### src/rtl/expr_eval_sched_if.sv
`default_nettype none
// ============================================================================
// Module   : expr_eval_sched_if
// Brief    : Request, datapath and response bundle for expr_eval_sched.
//            slave  = scheduler side, master = stimulus/datapath side.
// Revision : 1.0 - initial release
// ============================================================================
interface expr_eval_sched_if #(
  parameter int NREQ = 4
) ();
  localparam int IDW = $clog2(NREQ);

  logic [NREQ-1:0]    req_valid;
  logic [NREQ-1:0]    req_ready;
  logic [NREQ*60-1:0] req_opnd;
  logic [59:0]        dp_opnd;
  logic [89:0]        dp_y;
  logic               rsp_valid;
  logic               rsp_ready;
  logic [IDW-1:0]     rsp_id;
  logic [89:0]        rsp_y;

  modport slave (
    input  req_valid, req_opnd, dp_y, rsp_ready,
    output req_ready, dp_opnd, rsp_valid, rsp_id, rsp_y
  );

  modport master (
    output req_valid, req_opnd, dp_y, rsp_ready,
    input  req_ready, dp_opnd, rsp_valid, rsp_id, rsp_y
  );
endinterface
`default_nettype wire

### src/rtl/expr_eval_sched.sv
`default_nettype none
// ============================================================================
// Module   : expr_eval_sched
// Brief    : Round-robin scheduler sharing one combinational expression
//            datapath among NREQ requesters. One operation outstanding at a
//            time: arbitrate, register operands, wait LAT cycles, capture y,
//            return it with the requester ID on a valid/ready channel.
//            Optional macro EXPR_SCHED_STATS_EN builds a saturating
//            completed-response counter on stat_done (tied to 0 otherwise).
// Revision : 1.0 - initial release
// ============================================================================
module expr_eval_sched #(
  parameter int NREQ = 4,
  parameter int LAT  = 2
) (
  input  logic                clk,
  input  logic                rst_n,
  expr_eval_sched_if.slave    bus,
  output logic                busy,
  output logic [15:0]         stat_done
);
  localparam int IDW = $clog2(NREQ);

  localparam logic [1:0] S_IDLE = 2'd0;
  localparam logic [1:0] S_WAIT = 2'd1;
  localparam logic [1:0] S_RESP = 2'd2;

  localparam logic [3:0] LAT_C = 4'(LAT);

  logic [1:0]     r_state;
  logic [1:0]     w_next_state;
  logic [IDW-1:0] r_last_grant;
  logic [IDW-1:0] r_cur_id;
  logic [IDW-1:0] w_winner;
  logic           w_found;
  logic [3:0]     r_cnt;
  logic [59:0]    r_dp_opnd;
  logic [89:0]    r_rsp_y;
  logic [IDW-1:0] r_rsp_id;
  logic           w_req_hs;
  logic           w_rsp_hs;

  // Cyclic priority search starting just after the last served requester.
  always_comb begin
    int idx;
    w_found  = 1'b0;
    w_winner = '0;
    for (int k = 1; k <= NREQ; k++) begin
      idx = int'(r_last_grant) + k;
      if (idx >= NREQ) idx = idx - NREQ;
      if (!w_found && bus.req_valid[idx]) begin
        w_found  = 1'b1;
        w_winner = IDW'(idx);
      end
    end
  end

  // The grant is only ever raised on a valid line, so a grant is a handshake.
  assign w_req_hs = (r_state == S_IDLE) && w_found;
  assign w_rsp_hs = (r_state == S_RESP) && bus.rsp_ready;

  // State register.
  always_ff @(posedge clk or negedge rst_n) begin
    if (!rst_n) r_state <= S_IDLE;
    else        r_state <= w_next_state;
  end

  // Next-state logic.
  always_comb begin
    w_next_state = r_state;
    case (r_state)
      S_IDLE:  if (w_req_hs) w_next_state = S_WAIT;
      S_WAIT:  if (r_cnt == 4'd0) w_next_state = S_RESP;
      S_RESP:  if (bus.rsp_ready) w_next_state = S_IDLE;
      default: w_next_state = S_IDLE;
    endcase
  end

  // Outputs decoded from state: one-hot grant in IDLE, valid in RESP.
  always_comb begin
    bus.req_ready = '0;
    bus.rsp_valid = 1'b0;
    busy          = 1'b1;
    case (r_state)
      S_IDLE: begin
        busy = 1'b0;
        if (w_found) bus.req_ready[w_winner] = 1'b1;
      end
      S_RESP:  bus.rsp_valid = 1'b1;
      default: ;
    endcase
  end

  // Operand launch, settle countdown, result capture and priority pointer.
  always_ff @(posedge clk or negedge rst_n) begin
    if (!rst_n) begin
      r_last_grant <= IDW'(NREQ - 1);
      r_cur_id     <= '0;
      r_cnt        <= 4'd0;
      r_dp_opnd    <= '0;
      r_rsp_y      <= '0;
      r_rsp_id     <= '0;
    end else begin
      if (w_req_hs) begin
        r_dp_opnd <= bus.req_opnd[60*w_winner +: 60];
        r_cur_id  <= w_winner;
        r_cnt     <= LAT_C;
      end
      if (r_state == S_WAIT) begin
        if (r_cnt != 4'd0) begin
          r_cnt <= r_cnt - 4'd1;
        end else begin
          r_rsp_y  <= bus.dp_y;
          r_rsp_id <= r_cur_id;
        end
      end
      if (w_rsp_hs) r_last_grant <= r_cur_id;
    end
  end

  assign bus.dp_opnd = r_dp_opnd;
  assign bus.rsp_y   = r_rsp_y;
  assign bus.rsp_id  = r_rsp_id;

`ifdef EXPR_SCHED_STATS_EN
  logic [15:0] r_stat_done;

  // Saturating count of accepted responses.
  always_ff @(posedge clk or negedge rst_n) begin
    if (!rst_n)                                   r_stat_done <= 16'h0;
    else if (w_rsp_hs && r_stat_done != 16'hFFFF) r_stat_done <= r_stat_done + 16'h1;
  end

  assign stat_done = r_stat_done;
`else
  assign stat_done = 16'h0;
`endif

endmodule
`default_nettype wire

### src/flat_wrapper.sv
// flat-port wrapper written by rule: the top's interface ports become plain ports
module expr_eval_sched_flat 
#(
  parameter int NREQ = 4,
  parameter int LAT  = 2
)
  (clk, rst_n, busy, stat_done, bus_req_valid, bus_req_opnd, bus_dp_y, bus_rsp_ready, bus_req_ready, bus_dp_opnd, bus_rsp_valid, bus_rsp_id, bus_rsp_y);
  expr_eval_sched_if #(.NREQ(NREQ)) bus_i ();
  input  logic clk;
  input  logic rst_n;
  output logic busy;
  output logic [15:0] stat_done;
  input wire logic [$bits(bus_i.req_valid)-1:0] bus_req_valid;
  input wire logic [$bits(bus_i.req_opnd)-1:0] bus_req_opnd;
  input wire logic [$bits(bus_i.dp_y)-1:0] bus_dp_y;
  input wire logic [$bits(bus_i.rsp_ready)-1:0] bus_rsp_ready;
  output wire logic [$bits(bus_i.req_ready)-1:0] bus_req_ready;
  output wire logic [$bits(bus_i.dp_opnd)-1:0] bus_dp_opnd;
  output wire logic [$bits(bus_i.rsp_valid)-1:0] bus_rsp_valid;
  output wire logic [$bits(bus_i.rsp_id)-1:0] bus_rsp_id;
  output wire logic [$bits(bus_i.rsp_y)-1:0] bus_rsp_y;
  assign bus_i.req_valid = bus_req_valid;
  assign bus_i.req_opnd = bus_req_opnd;
  assign bus_i.dp_y = bus_dp_y;
  assign bus_i.rsp_ready = bus_rsp_ready;
  assign bus_req_ready = bus_i.req_ready;
  assign bus_dp_opnd = bus_i.dp_opnd;
  assign bus_rsp_valid = bus_i.rsp_valid;
  assign bus_rsp_id = bus_i.rsp_id;
  assign bus_rsp_y = bus_i.rsp_y;
  expr_eval_sched #(.NREQ(NREQ), .LAT(LAT)) u_core (.clk(clk), .rst_n(rst_n), .bus(bus_i), .busy(busy), .stat_done(stat_done));
endmodule
### config.mk
export PLATFORM = sky130hd
export DESIGN_NAME = expr_eval_sched_flat
export DESIGN_NICKNAME = d
export VERILOG_FILES = /design/src/rtl/expr_eval_sched_if.sv /design/src/rtl/expr_eval_sched.sv /design/src/flat_wrapper.sv
export SDC_FILE = /design/constraint.sdc
export NUM_CORES = 1
export LEC_CHECK = 0
export BUFFER_PORTS_ARGS = -buffer_cell sky130_fd_sc_hd__buf_2
export CAP_MARGIN = 20
export CORE_AREA = 5 5 194 196
export CTS_BUF_LIST = sky130_fd_sc_hd__clkbuf_4
export DETAILED_ROUTE_END_ITERATION = 8
export DIE_AREA = 0 0 199 201
export GPL_TIMING_DRIVEN = 0
export PLACE_DENSITY = 0.51
export SYNTH_ARGS = -nofsm -noshare
export SYNTH_HDL_FRONTEND = slang
export SYNTH_SLANG_ARGS = --single-unit
### constraint.sdc
create_clock -name clk -period 3.14 [get_ports clk]
set_input_delay 0.628 -clock clk [delete_from_list [all_inputs] [get_ports clk]]
set_output_delay 0.628 -clock clk [all_outputs]
set_load 0.02 [all_outputs]
==> results.py, run 1 <==
metrics = {
    "global_route": {
        "met2_usage_pct": 26.79,
        "grtUsageMet3_pct": 6.093,
        "grt_first_pass_wirelength_mm": 46.40,
        "overflow": 0,
        "gr-max-usage-layer": "met2",
        "grt_pass1_vias": 7759,
        "grt_max_degree": 88,
        "met1_usage_pct": 17.26,
        "grtUsageTotal_pct": 15.32,
        "antenna_found_initial": 4,
    },
    "floorplanning": {
        "dieHeight_um": 201,
        "rows": 70,
        "die_area_um2": 40000,
        "pin_count": 511,
        "core-area_um2": 35910,
        "start_util_pct": 23.11,
        "die_w_um": 199,
    },
    "drt": {
        "viasPerCell": 4.252,
        "dr.pass1.iters": 4,
        "antenna_left": 0,
        "drt_iter0_drc": 113,
        "vias": 6944,
        "wl_per_cell_um": 19.35,
        "route.detailed.drc": 0,
        "routed_wl_mm": 31.60,
    },
    "placement": {
        "gp_congestion": 0.7822,
        "io_buffers": 494,
        "dpl.cell_count": 1589,
        "dp_hpwl_mm": 25.44,
        "pre_cts_ws_ps": -315.7,
    },
    "timing": {
        "setup_viol": 0,
        "max_clock_freq_mhz": 337.2,
        "hold_viol": 0,
        "post-route-min-period_ps": 2966,
        "fin_crit_sh_pct": 94.45,
        "grt_setup_unrepaired": "false",
        "setup_tns_ps": 0,
        "fin_ws_ps": 174.4,
        "whs_ps": 228.0,
        "drv_slew": 0,
        "slew-limit-headroom_pct": 35.75,
        "worst_slew_pin_slew_ps": 963.8,
        "finalClockSkew_ps": 20.73,
    },
    "critical_path": {
        "worstPathRequired_ps": 2510,
        "crit_fanout": 5,
        "worstPathArrival_ps": 2340,
        "endpoint_kind": "output pin",
        "r2r-start": "u_core.r_last_grant[1]$_DFFE_PN1P_",
        "crit_type": "reg -> out",
        "startpoint": "u_core.r_last_grant[1]$_DFFE_PN1P_",
        "cp-start-kind": "flip-flop",
    },
    "power": {
        "switching_share_pct": 45.08,
        "ir_worst_vdd_v": 0.0005147,
        "cellPowerDensity_nw_per_um2": 1034,
        "power.static_leakage_uw": 0.005982,
        "combPwrFrac_pct": 59.4,
        "power_switching_uw": 5514,
        "p_clk_share_pct": 10.1,
        "internal_power_uw": 6716,
        "seqPwrFrac_pct": 30.5,
    },
    "clock_tree": {
        "clockBufferDepth": 2,
        "clkTransAtPathRegs_ps": 150,
        "cts-buffers-inserted": 17,
        "cts_htree_levels": 4,
        "clk_latency_ps": 590,
        "cts_tree": "yes",
        "cts_root_buffer": "clkbuf_4",
        "cts.sinks": 162,
    },
    "layout": {
        "fill_cells": 3736,
        "layout-area-overhead-vs-synth_pct": 42.45,
        "most-common-layout-cells": "504 x buf_2, 160 x dfrtp_1, 120 x mux2i_1, 94 x mux2_2, 68 x nand2_1",
        "final_cells": 1633,
        "num-nets-final": 1487,
        "final_common_cell": "buf_2",
        "final_layout_size_suffix_gt1_share_pct": 64.29,
    },
    "synthesis": {
        "avgSynthCellArea_um2": 13.58,
        "synth_area_um2": 8299,
        "yosysWarnings": 0,
        "synth_edf_count": 0,
        "synth-main-ff-cell": "dfrtp_1",
        "ys_seq_area_share_pct": 48.88,
        "ys_async_sr_fraction_pct": 100.0,
        "synth_seq_cells": 162,
        "synth_cell_types": 40,
        "synth_cells": 611,
    },
    "run": {
        "max_cap_viol_count": 0,
    },
    "outcome": {
        "status": "finished, final reports clean",
    },
    "hold_path": {
        "holdCritPathClass": "in -> reg",
        "min_from": "bus_rsp_ready",
    },
}
final timing paths:
kind / endpoint / slack [ps] / cells after the start
setup / recovery: bus_req_ready[3] / 170 / 7
hold / removal: u_core.r_state[1]$_DFFE_PN0P_ / 230 / 2
setup reg to reg: u_core.bus.dp_opnd[52]$_DFFE_PN0P_ / 290 / 9
hold reg to reg: u_core.bus.dp_opnd[22]$_DFFE_PN0P_ / 490 / 2
max in group asynchronous: u_core.bus.dp_opnd[36]$_DFFE_PN0P_ / 1670 / 3
min in group asynchronous: u_core.bus.rsp_y[75]$_DFFE_PN0P_ / 570 / 2
power groups by stage:
stage	clock network (uW)	registers (uW)	logic [uW]
2_1_floorplan	0	4940	3670
3_3_place_gp	0	3740	7290
3_5_place_dp	0	3770	7350
4_1_cts	1330	3750	7440
5_1_grt	1390	3880	7870
6_report	1230	3730	7260
worst max-delay path, stage by stage (launching register included):
cell	delay [ps]
dfstp_2	610
mux2_4	310
a32oi_2	180
o21a_1	220
buf_6	140
buf_16	100
nor2_1	30
buf_4	150
through the flow:
stage | instance area [um^2] | total power (uW) | utilization (%)
2_1_floorplan | 8356 | 8611 | -
3_3_place_gp | 11410 | 11030 | 31.78
3_5_place_dp | 11450 | 11130 | 31.89
4_1_cts | 11790 | 12510 | 32.84
5_1_grt | 11820 | 13140 | 32.91
6_report | 11820 | 12230 | 32.92
logic make-up after synthesis:
group,Yosys count,share of synthesized area (%)
compound gates,77,12.17
xor+xnor,1,0.1056
fa+ha+maj,1,0.1507
buf+inv,69,6.995
flops,162,48.88
mux,215,27.41
other cells,1,0.04519
simple gates,85,4.252
layer usage:
metal | share of wire [%] | vias up
met5 | 0.066 | -
met4 | 1.5 | 4
met3 | 10 | 29
met2 | 50 | 326
met1 | 38 | 3287
li1 | - | 3298
cell type report:
class / count / area, um^2 / share of cell area, %
sequential: 162 / 4056 / 34.31
multi-input combinational: 395 / 3732 / 31.57
timing repair buffer: 506 / 2597 / 21.97
tap: 468 / 585.6 / 4.953
buffer: 59 / 551.8 / 4.667
clock buffer: 21 / 157.7 / 1.333
clock inverter: 11 / 103.9 / 0.8784
inverter: 8 / 30.03 / 0.2540
antenna: 3 / 7.507 / 0.06350
synth_stat cells, types with 2 or more instances:
cell / number / area [um^2]
dfrtp_1: 160 / 4004
mux2i_1: 120 / 1201
mux2_2: 94 / 1059
nand2_1: 69 / 259.0
o221ai_2: 59 / 885.9
buf_4: 22 / 165.2
buf_2: 14 / 70.07
buf_12: 9 / 180.2
clkbuf_1: 9 / 33.78
inv_1: 8 / 30.03
o21ai_0: 7 / 35.03
nor2_1: 5 / 18.77
bufbuf_8: 4 / 75.07
a22oi_1: 2 / 15.01
buf_6: 2 / 22.52
dfstp_2: 2 / 52.55
nand2b_1: 2 / 12.51
registers in the layout, summed over array words and instances (netlist names):
register             flops
u_core.r_last_grant      2
u_core.r_state           2
u_core.bus.dp_opnd      60
u_core.r_cnt             4
u_core.bus.rsp_id        2
u_core.bus.rsp_y        90
u_core.r_cur_id          2
repair_timing:
action,4_1_cts,5_1_grt
pin swaps,2,1
setup buffers,7,3
hold endpoints to repair,73,0
hold buffers,1,0
setup endpoints to repair,3,1
resized for setup,12,0
Note: power is estimated with default switching activity, not from simulation.
==> run 2: changes to the inputs <==
- REMOVE_ABC_BUFFERS: default -> 1
- SLEW_MARGIN: default -> 15
==> results.py, run 2 (synthesis results as in run 1) <==
metrics = {
    "outcome": {
        "status": "finished, final reports clean",
    },
    "drt": {
        "vias": 6847,
        "route.detailed.drc": 0,
        "wl_per_cell_um": 18.94,
        "dr.pass1.iters": 4,
        "viasPerCell": 4.323,
        "antenna_left": 0,
        "routed_wl_mm": 30.00,
        "drt_iter0_drc": 167,
    },
    "run": {
        "max_cap_viol_count": 0,
    },
    "global_route": {
        "antenna_found_initial": 5,
        "overflow": 0,
        "grt_pass1_vias": 7595,
        "grtUsageTotal_pct": 14.51,
        "grt_max_degree": 94,
        "grt_first_pass_wirelength_mm": 44.63,
    },
    "floorplanning": {
        "start_util_pct": 23.11,
        "pin_count": 511,
        "dieHeight_um": 201,
        "die_area_um2": 40000,
        "core-area_um2": 35910,
        "rows": 70,
        "die_w_um": 199,
    },
    "power": {
        "cellPowerDensity_nw_per_um2": 1045,
        "finalPower_uw": 12090,
        "ir_worst_vdd_v": 0.0005268,
        "power.static_leakage_uw": 0.005785,
    },
    "layout": {
        "layout-area-overhead-vs-synth_pct": 39.35,
        "final_layout_size_suffix_gt1_share_pct": 63.73,
        "fill_cells": 3754,
        "multiInputGateArea_um2": 3807,
        "final_common_cell": "buf_2",
        "regArea_um2": 4056,
        "largest_reg_flops": 90,
        "most-common-layout-cells": "493 x buf_2, 160 x dfrtp_1, 120 x mux2i_1, 94 x mux2_2, 67 x nand2_1",
        "final_cells": 1584,
        "num-nets-final": 1439,
    },
    "clock_tree": {
        "cts-buffers-inserted": 17,
        "cts_htree_levels": 4,
        "clockBufferDepth": 2,
        "cts_tree": "yes",
        "cts_root_buffer": "clkbuf_4",
        "clkTransAtPathRegs_ps": 150,
        "cts.sinks": 162,
        "clk_latency_ps": 590,
    },
    "timing": {
        "setup_viol": 0,
        "worst_slew_pin_slew_ps": 629.4,
        "fin_crit_sh_pct": 90.54,
        "slew-limit-headroom_pct": 58.04,
        "max_clock_freq_mhz": 351.7,
        "finalClockSkew_ps": 14.78,
        "drv_slew": 0,
        "hold_viol": 0,
        "post-route-min-period_ps": 2843,
        "grt_setup_unrepaired": "false",
    },
    "critical_path": {
        "reg2reg_depth": 9,
        "startpoint": "u_core.r_last_grant[1]$_DFFE_PN1P_",
        "cp-start-kind": "flip-flop",
        "worstPathRequired_ps": 2510,
        "crit_path_end": "bus_req_ready[1]",
        "r2r_slack_ps": 330,
        "crit_chain": "mux2_4, a32oi_4, o21ai_1, and3_1, buf_2",
        "cp_num_buf_inv": 1,
        "r2r_end": "u_core.bus.dp_opnd[50]$_DFFE_PN0P_",
        "r2r-start": "u_core.r_last_grant[1]$_DFFE_PN1P_",
        "slowest_stage": "dfstp_2",
        "critical-path-top-delay-family": "flip-flops",
        "endpoint_kind": "output pin",
        "worstPathArrival_ps": 2220,
        "slowest_delay_ps": 580,
        "crit_type": "reg -> out",
        "crit_fanout": 3,
        "cp.depth": 5,
    },
    "placement": {
        "gp_congestion": 0.7549,
        "dpl.cell_count": 1539,
        "dp_hpwl_mm": 23.12,
        "io_buffers": 494,
    },
    "hold_path": {
        "holdCritPathClass": "in -> reg",
        "hold_depth": 2,
    },
}
[run 2: cell count changes in the layout (fill, tap and decap cells not counted), sizes merged, moves of 2 or more]
cell,previous run,this run
inv,11,14
buf,551,513
bufbuf,4,0
clkbuf,30,18
clkinv,5,3
[run 2: metal layers]
metal	global-route usage, %	routed length [um]	vias up
met5	0	0	-
met2	24.45	14450	346
li1	-	-	3202
met1	16.66	11560	3269
met3	6.210	3447	30
met4	4.519	547	0
[run 2: timing repair]
item	in CTS	in global routing
endpoints found under the setup margin	4	3
hold buffers	1	0
resized for setup	4	2
hold endpoints to repair	69	0
setup buffers	5	2
cloned	3	0
pin swaps	1	1
[run 2: worst register-to-register path: stages, from the launching register on]
cell      delay [ps]
dfstp_2          580
buf_4            150
nand2_1           60
a22oi_1          330
o21a_4           220
buf_12           120
buf_16           250
buf_16           360
mux2i_1          490
o221ai_2         140
[run 2: power by group]
part | switching [uW] | leakage [uW] | internal, uW
Combinational | 4080 | 0.00370 | 2960
Sequential | 544 | 0.00193 | 3170
Clock | 841 | 0.000146 | 493
[run 2: layout make-up]
cell class / count / area share, %
multi-input combinational: 398 / 32.92
antenna: 2 / 0.04328
tap: 468 / 5.063
timing repair buffer: 514 / 24.16
clock buffer: 18 / 1.168
clock inverter: 14 / 1.309
sequential: 162 / 35.08
inverter: 8 / 0.2597
[run 2: how the worst min path moves through the flow]
stage                                        from                            endpoint
3_5_place_dp   u_core.bus.dp_opnd[30]$_DFFE_PN0P_  u_core.bus.dp_opnd[30]$_DFFE_PN0P_
5_1_grt                              bus_dp_y[72]    u_core.bus.rsp_y[72]$_DFFE_PN0P_
2_1_floorplan                               rst_n   u_core.bus.dp_opnd[0]$_DFFE_PN0P_
3_3_place_gp   u_core.bus.dp_opnd[51]$_DFFE_PN0P_  u_core.bus.dp_opnd[51]$_DFFE_PN0P_
6_report                            bus_rsp_ready       u_core.r_state[1]$_DFFE_PN0P_
4_1_cts                             bus_rsp_ready       u_core.r_state[1]$_DFFE_PN0P_
[run 2: metrics by stage]
step	cell area [um^2]	setup TNS (ps)	hold WS (ps)	worst slack, ps	util, %
2_1_floorplan	7805	-245720	332.4	-3096	-
3_3_place_gp	10860	-703210	463.0	-4959	30.25
3_5_place_dp	11140	-323.2	470.3	-174.4	31.02
4_1_cts	11530	0	119.8	22.83	32.12
5_1_grt	11560	0	139.1	107.1	32.20
6_report	11560	0	236.4	297.0	32.21
==> run 3: changes to the inputs <==
- ABC_AREA: default -> 1
- CORE_AREA: 5 5 194 196 -> 5 5 195 197
- DIE_AREA: 0 0 199 201 -> 0 0 200 202
- PLACE_DENSITY: 0.51 -> 0.53
- SKIP_LAST_GASP: default -> 1
==> results.py, run 3 <==
metrics = {
    "outcome": {
        "status": "finished, final reports clean",
    },
    "synthesis": {
        "synth.top_cell.area_share_pct": 43.07,
        "yosysWarnings": 0,
        "ys_async_sr_fraction_pct": 100.0,
        "synth_edf_count": 0,
        "synth_area_leaders": "dfrtp_1 43%, nand2_1 14%, mux2_2 11%",
        "synth_cell_types": 34,
        "synth_area_um2": 9295,
        "yosysMostFrequentCell": "nand2_1",
        "ys_seq_area_share_pct": 43.64,
        "synth_seq_cells": 162,
        "avgSynthCellArea_um2": 8.069,
        "synth-main-ff-cell": "dfrtp_1",
        "netlist_top_cells_count": "337 x nand2_1, 222 x inv_1, 184 x nand3_1",
        "synth_cells": 1152,
        "yosys.area.top_type": "dfrtp_1",
    },
    "clock_tree": {
        "clk_latency_ps": 600,
        "clkTransAtPathRegs_ps": 140,
        "cts_tree": "yes",
        "cts_root_buffer": "clkbuf_4",
        "cts_htree_levels": 4,
        "cts.sinks": 162,
        "cts-buffers-inserted": 17,
        "clockBufferDepth": 2,
    },
    "timing": {
        "hold_viol": 0,
        "grt_setup_unrepaired": "true",
        "slew-limit-headroom_pct": 29.25,
        "worst_slew_pin_slew_ps": 1060,
        "drv_slew": 0,
        "setup_tns_ps": 0,
        "max_clock_freq_mhz": 320.8,
        "setup_viol": 0,
        "finalClockSkew_ps": 28.66,
        "post-route-min-period_ps": 3117,
        "fin_crit_sh_pct": 99.27,
        "whs_ps": 229.3,
    },
    "floorplanning": {
        "rows": 70,
        "die_area_um2": 40400,
        "core-area_um2": 36080,
        "dieHeight_um": 202,
        "pin_count": 511,
        "die_w_um": 200,
        "start_util_pct": 25.76,
    },
    "layout": {
        "fill_cells": 3842,
        "most-common-layout-cells": "489 x buf_2, 308 x nand2_1, 220 x inv_1, 182 x nand3_1, 160 x dfrtp_1",
        "num-nets-final": 1995,
        "layout-area-overhead-vs-synth_pct": 41.03,
        "utilization_pct": 36.33,
        "final_layout_size_suffix_gt1_share_pct": 45.51,
        "largest_reg_flops": 90,
        "final_common_cell": "buf_2",
    },
    "run": {
        "max_cap_viol_count": 0,
    },
    "drt": {
        "vias": 9294,
        "dr.pass1.iters": 5,
        "drt_iter0_drc": 339,
        "routed_wl_mm": 37.27,
        "wl_per_cell_um": 17.42,
        "route.detailed.drc": 0,
        "antenna_left": 0,
        "viasPerCell": 4.345,
    },
    "global_route": {
        "grt_max_degree": 90,
        "grtUsageTotal_pct": 17.46,
        "grt_pass1_vias": 9615,
        "grt_first_pass_wirelength_mm": 54.59,
        "overflow": 0,
        "antenna_found_initial": 5,
    },
    "placement": {
        "gp_congestion": 0.8103,
        "io_buffers": 494,
        "dp_hpwl_mm": 24.15,
    },
    "critical_path": {
        "crit_fanout": 5,
        "worstPathArrival_ps": 2490,
        "worstPathRequired_ps": 2510,
        "endpoint_kind": "output pin",
        "crit_type": "reg -> out",
        "cp-start-kind": "flip-flop",
        "r2r_slack_ps": 150,
    },
    "power": {
        "power.static_leakage_uw": 0.007579,
        "cellPowerDensity_nw_per_um2": 1273,
        "ir_worst_vdd_v": 0.0007746,
    },
    "hold_path": {
        "holdCritPathClass": "in -> reg",
    },
}
==> run 3: changes by cell type after synthesis, sizes merged, moves of 31 or more <==
cell,delta
nand2,+272
nand3,+184
o211ai,+31
o221ai,-60
inv,+220
mux2i,-120
==> run 3: final timing paths <==
check / to / start / cells after the start
max in group asynchronous: u_core.r_last_grant[1]$_DFFE_PN1P_ / rst_n / 4
min: u_core.r_state[1]$_DFFE_PN0P_ / bus_rsp_ready / 2
min in group asynchronous: u_core.bus.rsp_y[27]$_DFFE_PN0P_ / rst_n / 2
max reg2reg: u_core.bus.dp_opnd[41]$_DFFE_PN0P_ / u_core.r_last_grant[0]$_DFFE_PN1P_ / 14
min reg2reg: u_core.bus.dp_opnd[49]$_DFFE_PN0P_ / u_core.bus.dp_opnd[49]$_DFFE_PN0P_ / 2
max: bus_req_ready[2] / u_core.r_last_grant[0]$_DFFE_PN1P_ / 12
==> run 3: kinds of logic (layout without fill, tap and decap cells) <==
group | count (synthesis) | count (layout) | share of synthesized area [%]
and+or+nand+nor | 545 | 554 | 25.31
xor gates and xnor gates | 2 | 2 | 0.1885
muxes | 90 | 90 | 10.90
DFF | 162 | 162 | 43.64
buffers and inverters | 308 | 802 | 14.87
adders and majority gates | 1 | 1 | 0.1346
AOI/OAI and AO/OA | 43 | 43 | 4.913
other | 1 | 17 | 0.04034
==> run 3: repair_timing <==
item                                    CTS  global route
hold endpoints to repair                  9             0
setup buffers                            32             9
gates cloned                              9             2
endpoints found under the setup margin   71            28
hold buffers                              1             0
pin swaps                                16            18
resized for setup                        53            33
==> run 3: critical path: stages (launching register included) <==
cell and delay [ps]:
dfstp_2 610, buf_6 150, nand2_2 70, nand2_4 90
nand2_4 60, nand2_4 70, nor2_4 50, buf_6 110
nand3_4 90, nand2_8 100, buf_8 200, nor3_4 160
buf_6 140
==> run 3: where the power goes <==
group          switching, uW  internal [uW]  total (uW)  leakage, uW
registers                527           3190        3720      0.00193
clock network            872            738        1610     0.000191
logic                   7510           3850       11400      0.00546
total                   8910           7780       16700      0.00758
==> run 3: metrics by stage <==
stage / instance area, um^2 / worst slack [ps] / cells / power (uW)
finish: 13110 / 22.78 / 2139 / 16680
floorplan: 8830 / -344.8 / 1087 / 10240
detailed placement: 12040 / -1574 / 2054 / 13580
global route: 13110 / -165.0 / 2139 / 18110
CTS: 12910 / -34.71 / 2128 / 16520
global placement: 11890 / -1980 / 2049 / 13040
==> run 3: area by class of cell <==
cell class	instances	area (um^2)	share of cell area, %
diodes	1	2.502	0.01909
clock buffers	18	135.1	1.031
clock inverters	14	225.2	1.718
inverters	228	892.1	6.805
multi-input cells	706	4234	32.30
flip-flops and latches	162	4056	30.94
well taps	468	585.6	4.467
repair buffers	540	2963	22.60
repair inverters	2	15.01	0.1145
==> run 3: routing by layer <==
| layer | track usage, % | wire length, um | up-vias | part of all wire [%] |
|---|---|---|---|---|
| li1 | - | - | 4554 | - |
| met1 | 20.94 | 15060 | 4393 | 40 |
| met2 | 30.83 | 19010 | 299 | 51 |
| met3 | 4.651 | 2461 | 42 | 6.6 |
| met4 | 4.464 | 697 | 6 | 1.9 |
| met5 | 0 | 41 | - | 0.11 |
